File: config.mk
export PLATFORM = sky130hd
export DESIGN_NAME = led_frame_ctrl
export DESIGN_NICKNAME = d
export VERILOG_FILES = /design/src/rtl/led_ctrl_pkg.sv /design/src/rtl/led_tick_counter.sv /design/src/rtl/led_frame_ctrl.sv
export SDC_FILE = /design/constraint.sdc
export NUM_CORES = 1
export LEC_CHECK = 0
export CAP_MARGIN = 10
export CORE_MARGIN = 2
export CORE_UTILIZATION = 39
export DETAILED_ROUTE_END_ITERATION = 16
export GPL_ROUTABILITY_DRIVEN = 0
export SYNTH_ARGS = -nofsm -noshare
export SYNTH_HDL_FRONTEND = slang
export SYNTH_SLANG_ARGS = --single-unit
File: constraint.sdc
create_clock -name clock -period 2.56 [get_ports clock]
set_input_delay 0.512 -clock clock [delete_from_list [all_inputs] [get_ports clock]]
set_output_delay 0.512 -clock clock [all_outputs]
set_load 0.005 [all_outputs]
File: src/rtl/led_ctrl_pkg.sv
// Shared definitions for the LED frame controller.
// Holds the FSM encoding and the bit-period floor.
package led_ctrl_pkg;

  typedef enum logic [1:0] {
    ST_IDLE  = 2'd0,
    ST_FILL  = 2'd1,
    ST_RUN   = 2'd2,
    ST_LATCH = 2'd3
  } led_state_e;

  localparam int unsigned MIN_PERIOD = 2;

  function automatic int unsigned clamp_min(
    input int unsigned v,
    input int unsigned lo
  );
    return (v < lo) ? lo : v;
  endfunction

endpackage

File: src/rtl/led_tick_counter.sv
// Loadable down-counter that parks at zero.
// Shared between bit-period timing and the latch gap.
module led_tick_counter #(
  parameter int unsigned W = 16
) (
  input  logic         clock,
  input  logic         reset,
  input  logic         load,
  input  logic         dec,
  input  logic [W-1:0] load_val,
  output logic         zero
);

  logic [W-1:0] cnt_q;
  logic [W-1:0] cnt_d;

  always_comb begin
    cnt_d = cnt_q;
    if (load) begin
      cnt_d = load_val;
    end else if (dec && (cnt_q != '0)) begin
      cnt_d = cnt_q - 1'b1;
    end
  end

  always_ff @(posedge clock) begin
    if (reset) begin
      cnt_q <= '0;
    end else begin
      cnt_q <= cnt_d;
    end
  end

  assign zero = (cnt_q == '0);

endmodule

File: src/rtl/led_frame_ctrl.sv
// LED shift-register frame controller: paces sync toggles
// against DMA byte delivery, then holds a latch gap.
module led_frame_ctrl
  import led_ctrl_pkg::*;
#(
  parameter int unsigned BYTES_W  = 10,
  parameter int unsigned PERIOD_W = 8,
  parameter int unsigned LATCH_W  = 16
) (
  input  logic                clock,
  input  logic                reset,
  input  logic                start,
  input  logic                abort,
  input  logic [BYTES_W-1:0]  frame_bytes,
  input  logic [PERIOD_W-1:0] bit_period,
  input  logic [LATCH_W-1:0]  latch_cycles,
  input  logic                fifo_req,
  input  logic                dma_ack,
  output logic                sync,
  output logic                dma_req,
  output logic                busy,
  output logic                frame_done,
  output logic                underrun
);

  localparam int unsigned CNT_W =
    (PERIOD_W > LATCH_W) ? PERIOD_W : LATCH_W;
  localparam int unsigned TOG_W = BYTES_W + 3;

  led_state_e state_q;
  led_state_e state_d;

  logic [BYTES_W-1:0]  bytes_q;
  logic [BYTES_W-1:0]  bytes_d;
  logic [BYTES_W-1:0]  acked_q;
  logic [BYTES_W-1:0]  acked_d;
  logic [PERIOD_W-1:0] period_q;
  logic [PERIOD_W-1:0] period_d;
  logic [LATCH_W-1:0]  latch_q;
  logic [LATCH_W-1:0]  latch_d;
  logic [TOG_W-1:0]    toggles_q;
  logic [TOG_W-1:0]    toggles_d;
  logic                sync_q;
  logic                sync_d;
  logic                underrun_q;
  logic                underrun_d;
  logic                done_q;
  logic                done_d;

  logic in_idle;
  logic in_fill;
  logic in_run;
  logic in_latch;
  logic active;
  logic acked_lt;
  logic start_ok;
  logic ack_ok;
  logic fill_go;
  logic due;
  logic stall;
  logic fire;
  logic last_tog;

  logic [TOG_W-1:0] tog_avail;
  logic [TOG_W-1:0] tog_total;

  logic             tick_load;
  logic             tick_dec;
  logic             tick_zero;
  logic [CNT_W-1:0] tick_val;
  logic [CNT_W-1:0] period_rl;
  logic [CNT_W-1:0] latch_rl;

  assign in_idle  = (state_q == ST_IDLE);
  assign in_fill  = (state_q == ST_FILL);
  assign in_run   = (state_q == ST_RUN);
  assign in_latch = (state_q == ST_LATCH);
  assign active   = in_fill || in_run;
  assign acked_lt = (acked_q < bytes_q);

  assign start_ok = start && !abort && in_idle
                 && (frame_bytes != '0);
  assign ack_ok   = active && dma_ack && acked_lt;

  // Each acked byte releases eight toggles.
  assign tog_avail = {acked_q, 3'b000};
  assign tog_total = {bytes_q, 3'b000};

  assign fill_go  = in_fill && (acked_q != '0) && !abort;
  assign due      = in_run && tick_zero && !abort;
  assign stall    = due && (toggles_q == tog_avail)
                 && acked_lt;
  assign fire     = due && !stall;
  assign last_tog = fire
                 && ((toggles_q + TOG_W'(1)) == tog_total);

  assign period_rl = CNT_W'(
    clamp_min(32'(period_q), MIN_PERIOD) - 32'd1);
  assign latch_rl  = CNT_W'(
    clamp_min(32'(latch_q), 32'd1) - 32'd1);

  assign tick_load = fill_go || fire;
  assign tick_val  = last_tog ? latch_rl : period_rl;
  assign tick_dec  = (in_run || in_latch) && !tick_zero;

  led_tick_counter #(
    .W(CNT_W)
  ) u_tick (
    .clock    (clock),
    .reset    (reset),
    .load     (tick_load),
    .dec      (tick_dec),
    .load_val (tick_val),
    .zero     (tick_zero)
  );

  always_ff @(posedge clock) begin
    if (reset) begin
      state_q <= ST_IDLE;
    end else begin
      state_q <= state_d;
    end
  end

  always_comb begin
    state_d = state_q;
    unique case (state_q)
      ST_IDLE:  if (start_ok)  state_d = ST_FILL;
      ST_FILL:  if (fill_go)   state_d = ST_RUN;
      ST_RUN:   if (last_tog)  state_d = ST_LATCH;
      ST_LATCH: if (tick_zero) state_d = ST_IDLE;
      default:                 state_d = ST_IDLE;
    endcase
    if (abort) begin
      state_d = ST_IDLE;
    end
  end

  always_comb begin
    bytes_d    = bytes_q;
    period_d   = period_q;
    latch_d    = latch_q;
    acked_d    = acked_q;
    toggles_d  = toggles_q;
    sync_d     = sync_q;
    underrun_d = underrun_q;
    done_d     = in_latch && tick_zero && !abort;
    if (start_ok) begin
      bytes_d    = frame_bytes;
      period_d   = bit_period;
      latch_d    = latch_cycles;
      acked_d    = '0;
      toggles_d  = '0;
      underrun_d = 1'b0;
    end
    if (ack_ok) begin
      acked_d = acked_q + 1'b1;
    end
    if (fire) begin
      toggles_d = toggles_q + 1'b1;
      sync_d    = ~sync_q;
    end
    if (stall) begin
      underrun_d = 1'b1;
    end
  end

  always_ff @(posedge clock) begin
    if (reset) begin
      bytes_q    <= '0;
      period_q   <= '0;
      latch_q    <= '0;
      acked_q    <= '0;
      toggles_q  <= '0;
      sync_q     <= 1'b0;
      underrun_q <= 1'b0;
      done_q     <= 1'b0;
    end else begin
      bytes_q    <= bytes_d;
      period_q   <= period_d;
      latch_q    <= latch_d;
      acked_q    <= acked_d;
      toggles_q  <= toggles_d;
      sync_q     <= sync_d;
      underrun_q <= underrun_d;
      done_q     <= done_d;
    end
  end

  always_comb begin
    sync       = sync_q;
    busy       = !in_idle;
    dma_req    = fifo_req && active && acked_lt;
    frame_done = done_q;
    underrun   = underrun_q;
  end

endmodule
==> flow_metrics.py, run 1 <==
metrics = {
    "clocking": {
        "cts.sinks": 78,
        "ctsRootBufferMaster": "clkbuf_16",
        "cts_hold_buf": 0,
        "clk_latency_ns": 0.35,
        "cts_tree": "built",
        "cts_max_level": 3,
        "cts-buffers-inserted": 9,
        "clk_path_buf_depth": 2,
        "cts.reportedPaths.clkPinSlew_ns": 0.06,
    },
    "synthesis": {
        "syn_avg_cell_area_um2": 7.72,
        "synth_top_area_share": 0.315,
        "synth_edf_count": 0,
        "yosysTopAreaCell": "dfxtp_1",
        "yosys_warnings": 0,
        "synth_nets": 704,
        "synth_area_mm2": 0.00495,
        "ys_seq_area_frac": 0.315,
        "synth_cell_types": 67,
        "async_flop_share": 0,
        "ys.flop_type": "dfxtp_1",
        "synth_cells": 642,
        "synth.ff_latch_count": 78,
        "synth_area_leaders": "dfxtp_1, a21oi_1, nand2_1",
    },
    "run_status": {
        "status": "finished with violations",
        "violations": "negative setup slack",
    },
    "die": {
        "dieArea_mm2": 0.0136,
        "floorplan.initialDensity": 0.396,
        "die_y_um": 117,
        "rows": 41,
        "fp.dieW_um": 117,
        "ioPinCount": 45,
        "core_mm2": 0.0125,
    },
    "final_layout": {
        "layout_commonest_cell": "nand2_1",
        "fin_cells": 932,
        "layout-drive-gt1-share": 0.216,
        "fillCellCount": 1198,
        "multi_input_area_mm2": 0.00333,
        "final_util": 0.534,
        "syn_to_final_growth_pct": 34.9,
        "mostFrequentLayoutCells": "nand2_1, buf_4, a21oi_1, dfxtp_1, nor2_1",
        "num_antenna_cells": 0,
        "fin_nets": 818,
        "seq_area_mm2": 0.00157,
    },
    "critical_path": {
        "crit_type": "flop to flop",
        "worstPathRequired_ns": 2.79,
        "crit_family": "compound AO/OA/AOI/OAI gates",
        "slowest_stage": "o31a_1",
        "cp-end-kind": "flop",
        "cp.depth": 11,
        "worstPathArrival_ns": 2.83,
        "path_buf_inv": 3,
        "slowest_delay_ns": 0.41,
        "crit_path_start_kind": "flop",
        "rr_worst_depth": 11,
        "crit_fanout": 5,
        "path_cells": "inv_2 -> ha_4 -> a211o_1 -> o211ai_1 -> buf_4 -> o311ai_4 -> o31a_1 -> buf_6 -> nor3_4 -> a2111oi_2 -> or3_1",
    },
    "timing": {
        "fmax_mhz": 385,
        "worst_slack_ns": -0.0371,
        "tns_ns": -0.112,
        "rsz0062_at_grt": "yes",
        "min_period_ns": 2.60,
        "tightest_slew_ns": 0.520,
        "period_share": 1.01,
        "finalMaxSlewViolations": 0,
        "hold_ws_ns": 0.480,
        "finalClockSkew_ns": 0.00881,
        "slew_headroom": 0.649,
        "setup_viol": 4,
        "hold_viol": 0,
    },
    "grt": {
        "grt_pass1_wl_mm": 23.3,
        "antenna_found_initial": 0,
        "grt_start_max_net_pins": 38,
        "gr-total-overflow": 0,
        "grt_pass1_vias": 4744,
        "grtUsageTotal": 0.219,
    },
    "power_and_ir_drop": {
        "cellLeakagePower_nw": 2.58,
        "cellPowerDensity_mw_per_mm2": 463,
        "ir_drop_mv": 0.333,
    },
    "routing": {
        "num_vias": 5137,
        "wl_per_cell_um": 15.8,
        "via_per_inst": 5.51,
        "route.detailed.drc": 0,
        "ant_nets": 0,
        "drtIter0Drc": 343,
        "wl_mm": 14.7,
        "first_pass_iters": 5,
    },
    "job": {
        "maxCapViolCount": 0,
    },
    "worst_hold_path": {
        "worstHoldPathType": "flop to flop",
        "hold_depth": 2,
    },
    "place": {
        "place_inst": 904,
        "hpwl_mm": 10.6,
        "port-buffer-count": 44,
        "pre_cts_ws_ns": -0.0504,
    },
}
## Yosys cell counts (5+ instances only)
cell type	count
nor4_2	5
xnor2_1	35
inv_1	28
ha_1	22
nand2_1	86
nand3_1	21
dfxtp_1	78
and3_1	6
nor3_1	22
o21ai_0	17
nor2_1	56
o21ai_1	6
nor4_1	13
nand4_1	14
or3_1	9
nand3b_1	6
a211oi_1	14
a21oi_1	72
xor2_1	17
o41ai_1	5
clkbuf_1	14
nor2b_1	5
o311a_1	5
buf_2	13
## registers in the layout (all words and copies together) (netlist names)
register / flops
latch_q: 16
u_tick.cnt_q: 16
toggles_q: 13
acked_q: 10
bytes_q: 10
period_q: 8
state_q: 2
frame_done: 1
sync: 1
underrun: 1
## cell families after synthesis
group | count (synthesis) | share of synthesized area
compound gates | 152 | 0.193
buf+inv | 63 | 0.0563
xor+xnor | 52 | 0.0919
fa+ha+maj | 22 | 0.0556
flops | 78 | 0.315
simple gates | 273 | 0.283
mux | 2 | 0.00429
## layout make-up
class / count / share of cell area
multi-input cells: 501 / 0.498
flip-flops and latches: 78 / 0.235
repair buffers: 138 / 0.178
clock buffers: 12 / 0.0384
well taps: 172 / 0.0322
inverters: 28 / 0.0157
clock inverters: 3 / 0.00300
## path summary, 6_finish.rpt
path | to | slack [ns] | start
worst max-delay path | u_tick.cnt_q[14]$_SDFFE_PP0P_ | -0.04 | bytes_q[7]$_SDFFE_PP0P_
worst min-delay path | latch_q[8]$_SDFFE_PP0P_ | 0.48 | latch_q[8]$_SDFFE_PP0P_
worst max register to register | u_tick.cnt_q[14]$_SDFFE_PP0P_ | -0.04 | bytes_q[7]$_SDFFE_PP0P_
worst min register to register | latch_q[8]$_SDFFE_PP0P_ | 0.48 | latch_q[8]$_SDFFE_PP0P_
## what timing repair did
action,4_1_cts,5_1_grt
buffers inserted,9,4
gates cloned,0,1
gates resized for setup,26,33
endpoints found under the setup margin,14,29
pin swaps,14,14
## per-stage QoR
stage / area [um2] / power [mW]
floorplan: 4950 / 1.59
global placement: 6080 / 1.82
detailed placement: 6080 / 1.83
CTS: 6520 / 3.09
global route: 6680 / 3.21
finish: 6680 / 3.10
## routing by layer
layer | vias up | GRT usage | share of wire
met3 | 21 | 0.0457 | 0.068
met5 | - | 0 | 0
met1 | 2419 | 0.312 | 0.47
met2 | 170 | 0.325 | 0.44
met4 | 0 | 0.0808 | 0.018
li1 | 2527 | - | -
## tightest hold or removal path: stages (launching register included)
cell	delay [ns]
dfxtp_1	0.32
nand2_1	0.06
a21oi_1	0.06
## where the power goes
| part | internal [mW] | leakage, nW | switching [mW] | total, mW |
|---|---|---|---|---|
| logic | 0.293 | 1.82 | 0.308 | 0.601 |
| registers | 1.24 | 0.636 | 0.0333 | 1.28 |
| clock network | 0.703 | 0.131 | 0.514 | 1.22 |
| total | 2.24 | 2.58 | 0.855 | 3.10 |
No activity file was read; power rests on OpenSTA's default activity.
==> run 2: changes to the inputs <==
HOLD_SLACK_MARGIN = 0.05   (was not set)
==> results of run 2 <==
Final layout, timing and power as in run 1 (identical DEF).
==> run 3: changes to the inputs <==
HOLD_SLACK_MARGIN = not set   (was 0.05)
==> results of run 3 <==
Final layout, timing and power as in run 1 (identical DEF).
